File: src/rtl/btn_irq_req.sv
// Press-event queue with a level irq/ack handshake and a fixed low gap after each acknowledge.
// Optional BTN_RELEASE_IRQ_EN: count release edges as well as press edges.
module btn_irq_req #(
  parameter int CNT_W   = 4,
  parameter int GAP_CYC = 4
) (
  input  logic             clk,
  input  logic             rst_n,
  input  logic             db,
  input  logic             irq_en,
  input  logic             irq_ack,
  input  logic             ovf_clr,
  output logic             irq,
  output logic [CNT_W-1:0] pend_cnt,
  output logic             ovf
);

  typedef enum logic [1:0] {
    IDLE = 2'd0,
    REQ  = 2'd1,
    GAP  = 2'd2
  } state_t;

  localparam logic [CNT_W-1:0] CNT_MAX  = '1;
  localparam logic [7:0]       GAP_LOAD = 8'(GAP_CYC - 1);

  state_t     state, state_nxt;
  logic [7:0] gap_cnt, gap_nxt;
  logic       db_q, armed;
  logic       evt, ack_ok, sat;

  // armed masks the first cycle out of reset so a button held through reset is not seen as a press
  always_ff @(posedge clk or negedge rst_n) begin
    if (!rst_n) begin
      db_q  <= 1'b0;
      armed <= 1'b0;
    end else begin
      db_q  <= db;
      armed <= 1'b1;
    end
  end

`ifdef BTN_RELEASE_IRQ_EN
  assign evt = (db ^ db_q) & irq_en & armed;
`else
  assign evt = db & ~db_q & irq_en & armed;
`endif

  assign ack_ok = irq_ack & (state == REQ);
  assign sat    = evt & ~ack_ok & (pend_cnt == CNT_MAX);

  always_ff @(posedge clk or negedge rst_n) begin
    if (!rst_n) begin
      pend_cnt <= '0;
      ovf      <= 1'b0;
    end else begin
      if (evt && !ack_ok) begin
        if (pend_cnt != CNT_MAX) pend_cnt <= pend_cnt + CNT_W'(1);
      end else if (ack_ok && !evt) begin
        pend_cnt <= pend_cnt - CNT_W'(1);
      end
      if (sat)          ovf <= 1'b1;
      else if (ovf_clr) ovf <= 1'b0;
    end
  end

  always_ff @(posedge clk or negedge rst_n) begin
    if (!rst_n) begin
      state   <= IDLE;
      gap_cnt <= 8'd0;
    end else begin
      state   <= state_nxt;
      gap_cnt <= gap_nxt;
    end
  end

  always_comb begin
    state_nxt = state;
    gap_nxt   = gap_cnt;
    case (state)
      IDLE: if (pend_cnt != '0) state_nxt = REQ;
      REQ: begin
        if (ack_ok) begin
          state_nxt = GAP;
          gap_nxt   = GAP_LOAD;
        end
      end
      GAP: begin
        if (gap_cnt != 8'd0) gap_nxt   = gap_cnt - 8'd1;
        else                 state_nxt = (pend_cnt != '0) ? REQ : IDLE;
      end
      default: state_nxt = IDLE;
    endcase
  end

  assign irq = (state == REQ);

endmodule
File: config.mk
export PLATFORM = sky130hd
export DESIGN_NAME = btn_irq_req
export DESIGN_NICKNAME = d
export VERILOG_FILES = /design/src/rtl/btn_irq_req.sv
export SDC_FILE = /design/constraint.sdc
export NUM_CORES = 1
export LEC_CHECK = 0
export CAP_MARGIN = 20
export CORE_MARGIN = 5
export CORE_UTILIZATION = 45
export DETAILED_ROUTE_END_ITERATION = 8
export GPL_TIMING_DRIVEN = 0
export PLACE_DENSITY = 0.67
export SYNTH_ARGS = -nofsm -noshare
export SYNTH_HDL_FRONTEND = slang
export SYNTH_SLANG_ARGS = --single-unit
File: constraint.sdc
create_clock -name clk -period 2.2 [get_ports clk]
set_input_delay 0.22 -clock clk [delete_from_list [all_inputs] [get_ports clk]]
set_output_delay 0.22 -clock clk [all_outputs]
set_load 0.05 [all_outputs]
After elaboration in Yosys (flattened, before gate mapping)
Cells that the tools add are included.
{"block": "totals", "input_bits": 6, "wordCells": 52, "register_bits": 17, "out_inout_bits": 6}
{"block": "op_classes", "mux": 13, "addsub": 3, "n_reduce_logical": 13, "bitwise_logic": 8, "n_eq_ne": 9}
{"op": "8-bit two-way mux", "n": 2}
{"op": "8-bit one-hot mux with 2 select lines", "n": 1}
{"op": "4-bit two-way mux", "n": 3}
{"op": "8-bit nonzero test", "n": 1}
{"op": "8-bit by 1-bit subtractor with 8-bit output, second input constant", "n": 1}
{"op": "1-bit bitwise AND", "n": 6}
{"op": "2-bit two-way mux", "n": 3}
{"op": "2-bit inequality test, second input constant", "n": 3}
{"op": "2-bit one-hot mux with 3 select lines", "n": 1}
{"op": "3-bit AND reduction", "n": 2}
{"op": "2-bit nonzero test", "n": 3}
{"op": "4-bit by 1-bit adder with 4-bit output, second input constant", "n": 1}
{"op": "4-bit == test, second input constant", "n": 1}
{"op": "2-bit by 1-bit inequality test with 1-bit output, second input constant", "n": 2}
{"op": "4-bit inequality test, second input constant", "n": 1}
{"op": "4-bit nonzero test", "n": 1}
{"op": "4-bit by 1-bit subtractor with 4-bit output, second input constant", "n": 1}
{"op": "1-bit two-way mux", "n": 3}
{"op": "2-bit by 1-bit == test with 1-bit output, second input constant", "n": 1}
{"op": "2-bit == test, second input constant", "n": 1}
{"op": "1-bit logical AND", "n": 2}
{"op": "1-bit logical NOT", "n": 2}
{"op": "2-bit logical NOT", "n": 1}
{"op": "1-bit inverter", "n": 2}
{"op": "2-bit AND reduction", "n": 1}

Logic depth before layout (Yosys ltp)
{"block": "depth", "depth_word": 8, "depth_mapped": 7, "ltp_nobuf": 7}

Worst setup path after synthesis
No wires, ideal clock.
{"block": "synth_path", "kind": "register to register", "from": "register state[0]", "to": "register pend_cnt[3]", "path_buffers": 0, "required_ns": 2.118, "setup_time_ns": 0.082, "setup_slack_ns": 0.416, "arrival_ns": 1.702, "synth_period_minus_slack_ns": 1.784, "path_stages_with_launch": 8, "cell_sequence": "dfrtp_1 nand3b_1 nand2_1 ha_1 a21o_1 a21oi_1 mux2i_1 xor2_1"}
{"block": "synth_via", "elab_chain_len": 6, "word_cells_on_any_way": 9, "classes_between": "2 x eq/ne; 1 x mux; 1 x bitwise; 5 x reduce/logical"}
{"element": "from (decl)", "line_no": "27", "text": "state_t state, state_nxt;"}
{"element": "from (signal assigned)", "line_no": "72", "text": "state <= state_nxt;"}
{"element": "2-bit by 1-bit == test with 1-bit output *", "line_no": "49", "text": "assign ack_ok = irq_ack & (state == REQ);"}
{"element": "1-bit bitwise AND *", "line_no": "49"}
{"element": "1-bit logical NOT", "line_no": "57", "text": "if (evt && !ack_ok) begin"}
{"element": "1-bit logical AND", "line_no": "57"}
{"element": "2-bit by 1-bit inequality test with 1-bit output (no line) or 2-bit nonzero test (tied branches)"}
{"element": "2-bit AND reduction (no line)"}
{"element": "to (signal assigned)", "line_no": "58", "text": "if (pend_cnt != CNT_MAX) pend_cnt <= pend_cnt + CNT_W'(1);"}
{"element": "to (signal assigned)", "line_no": "60", "text": "pend_cnt <= pend_cnt - CNT_W'(1);"}
{"element": "to (decl)", "line_no": "14", "text": "output logic [CNT_W-1:0] pend_cnt,"}
Mark *: on every way between the ends. The rest lies on a longest branch, timed or not.
A chain may end at the register's enable or synchronous reset.

Final worst setup path
Same ends and word-level chain as after synthesis.

==> out/metrics.csv <==
stage,metric,value,unit
clock_tree,Hold Buf Count CTS,0,
synth,Async SR Flop Fraction,1.00,
hold_path,Min-Delay Path Class,primary input to asynchronous set/reset pin,
synth,"top cells by area, synth","dfrtp_1 (48%), mux2i_1 (6.8%), ha_1 (5.6%), nand2_1 (3.8%), a311oi_2 (3.4%)",
clock_tree,Num CTS Buffers,3,
route,DRT Pass-1 Iters,3,
timing,RSZ-0062 raised after global routing,false,
synth,Mapped Area,886,µm²
floorplan,I/O Pins,12,
critical_path,worst setup path category,register to register,
synth,top-count cell post-synth,dfrtp_1,
timing,slew margin rel.,0.490,
timing,"Period Utilization, post-route",0.930,
timing,final slew viol count,0,
global_routing,Total Routing Usage GR,0.135,
critical_path,worst-path cell chain,nand3b_1 -> nand2_1 -> ha_1 -> a21o_1 -> a21oi_1 -> mux2i_1 -> xor2_1,
timing,Setup Skew,0.00531,ns
synth,"Net Count, Synth",91,
power,leakage power,0.494,nW
clock_tree,H-tree levels,1,
synth,Synth area leader,dfrtp_1,
floorplan,Die X,54.4,µm
finish,FF+latch area,425,µm²
timing,final hold viol count,0,
critical_path,reg-to-reg startpoint,state[0]$_DFFE_PN0P_,
critical_path,Setup crit start,state[0]$_DFFE_PN0P_,
route,Vias,604,
power,total power,1.27,mW
route,DRT Wirelength,1.59,mm
synth,Synth Area in Compound Gates,0.0805,
critical_path,Top delay family on crit path,flip-flops,
synth,Commonest cells post-synth,"dfrtp_1 (17), nand2_1 (9), inv_1 (7), mux2i_1 (6), nor2_1 (5)",
clock_tree,clock tree from TritonCTS,built,
timing,Final min period,2.05,ns
synth,multiplexer share of the synthesized area,0.0932,
global_routing,vias in the first global route,618,
clock_tree,post-CTS sizing,0,
timing,fmax,0.489,GHz
power,P per Cell Area,1210,mW/mm²
synth,syn avg cell area,11.1,µm²
place,IO buf count,11,
finish,# nets final,107,
finish,Area Growth Syn to Fin,19.2,%
clock_tree,clock transition at the registers of the reported paths,0.10,ns
place,DP Wirelength,1.21,mm
critical_path,slowest CP cell,dfrtp_1,
route,DRC viols,0,
critical_path,Bufs and invs on worst path,0,
job,Max Cap Viol,0,
critical_path,Startpoint Class,register,
synth,Most used DFF post-synth,dfrtp_1,
synth,Yosys reg bits,17,
clock_tree,Post-CTS Setup Inserts,0,
timing,Least-Margin Pin Slew,0.763,ns
synth,Simple-Gate Fraction of Synth Area,0.194,
timing,Setup Viol. Count Final,0,
critical_path,Critical Path RT,2.42,ns
floorplan,starting density of the core,0.461,
finish,fillcell total,189,
finish,antenna cells,0,
clock_tree,CTS root buffer,clkbuf_4,
run_status,run status,"complete, no violations",
clock_tree,clk_lat worst skew,0.28,ns
finish,footprint of the multi-input gates,434,µm²
global_routing,total gr overflow,0,
place,dpl ws,-0.0942,ns
synth,adder-cell area share of the yosys netlist,0.0791,
floorplan,row count,16,
global_routing,initial antenna violation count,0,
route,Iter 0 DRT Violations,9,
global_routing,pin count of the biggest net entering global routing,18,
power,maximum VDD drop,0.808,mV
route,routed len/inst,13.0,µm
synth,Yosys warnings,0,
route,post-route antenna net violation count,0,
synth,sequential fraction of the synthesis area,0.480,
finish,Finished Core Util,0.549,
clock_tree,clock buffer depth,2,
critical_path,r2r setup slk,0.15,ns
route,vias per std cell,4.95,
critical_path,Setup crit end,pend_cnt[3]$_DFFE_PN0P_,
synth,area share of the largest cell type after synthesis,0.480,
place,Routability Congestion,0.765,
synth,largest family of logic cells by synthesized area,simple AND/OR/NAND/NOR gates,
floorplan,Die ar.,0.00296,mm²
critical_path,max incr delay on CP,0.47,ns
timing,Setup WS post-layout,0.154,ns
synth,gate count of the mapped netlist,80,
critical_path,Reg2Reg Capture Point,pend_cnt[3]$_DFFE_PN0P_,
critical_path,CP Capture Type,register,
floorplan,Die Span Y,54.4,µm
synth,xor/xnor share of the synthesized area,0.0395,
synth,synth unique cells,30,
critical_path,crit path DAT,2.26,ns
global_routing,first-pass GRT wire length,2.76,mm
timing,Post-Route Setup TNS,0,ns
floorplan,core area,0.00192,mm²
finish,share of cells above drive strength 1,0.116,
critical_path,worst-path fanout max,7,
critical_path,Crit. path cell count,7,
clock_tree,CTS Sinks,17,
critical_path,Register-to-Register Path Depth,7,
synth,"EDFF count, synth",0,
[how the worst min path moves through the flow]
stage	start	end	slack [ns]	cells past startpoint
final	rst_n	gap_cnt[3]$_DFFE_PN0P_	0.38	1
after CTS	db	db_q$_DFF_PN0_	0.38	1
after floorplan	rst_n	armed$_DFF_PN0_	-0.08	0
after detailed placement	gap_cnt[5]$_DFFE_PN0P_	gap_cnt[5]$_DFFE_PN0P_	0.49	1
after global placement	gap_cnt[5]$_DFFE_PN0P_	gap_cnt[5]$_DFFE_PN0P_	0.49	1
after global routing	db	db_q$_DFF_PN0_	0.36	1
[where the power goes]
part | switching [mW] | leakage (nW) | internal, mW
clock | 0.0950 | 0.0150 | 0.0703
combinational | 0.362 | 0.267 | 0.244
sequential | 0.109 | 0.211 | 0.393
total | 0.566 | 0.494 | 0.707
[cell families (layout without fill, tap and decap cells)]
| kind of cell | count (synthesis) | after routing |
|---|---|---|
| buffers and inverters | 7 | 22 |
| adders and majority gates | 5 | 5 |
| other | 1 | 1 |
| xor gates and xnor gates | 4 | 4 |
| and+or+nand+nor | 30 | 30 |
| DFF | 17 | 17 |
| muxes | 8 | 8 |
| AOI/OAI and AO/OA | 8 | 8 |
[flip-flops by register name (all words and copies together) (netlist names)]
signal    flops
armed         1
ovf           1
state         2
db_q          1
pend_cnt      4
gap_cnt       8
[cells in the final DEF, fill, tap and decap left out, types with 2 or more instances in the layout]
cell              n
inv_1             7
nor3_1            2
dfrtp_1          17
nor2_1            5
ha_1              4
mux2i_1           6
a311oi_2          2
a21oi_1           2
nand3_1           3
mux2_2            2
nand2_1           9
clkbuf_4          3
clkdlybuf4s50_1  11
xor2_1            3
[metal layers]
layer,global-route usage,share of wire
met1,0.178,0.48
met2,0.209,0.49
met3,0.0327,0.022
met4,0.0622,0.0050
met5,0,0
[worst reg2reg max path, stage by stage, from the launching register on]
cell and delay, ns:
dfrtp_1 0.47, nand3b_1 0.26, nand2_1 0.20, ha_1 0.31, a21o_1 0.18, a21oi_1 0.18
mux2i_1 0.23, xor2_1 0.16
[through the flow]
stage	hold WS (ns)	cell area [µm²]	std cells
finish	0.375	1060	122
global route	0.363	1060	122
detailed placement	0.493	1030	118
CTS	0.381	1060	122
global placement	0.490	1030	118
floorplan	-0.0756	886	80
[layout make-up]
cell class / count / area share
Clock buffer: 4 / 0.0249
Inverter: 7 / 0.0249
Multi-Input combinational cell: 56 / 0.411
Sequential cell: 17 / 0.403
Tap cell: 27 / 0.0320
Timing Repair Buffer: 11 / 0.104
(Power assumes the default switching activity.)
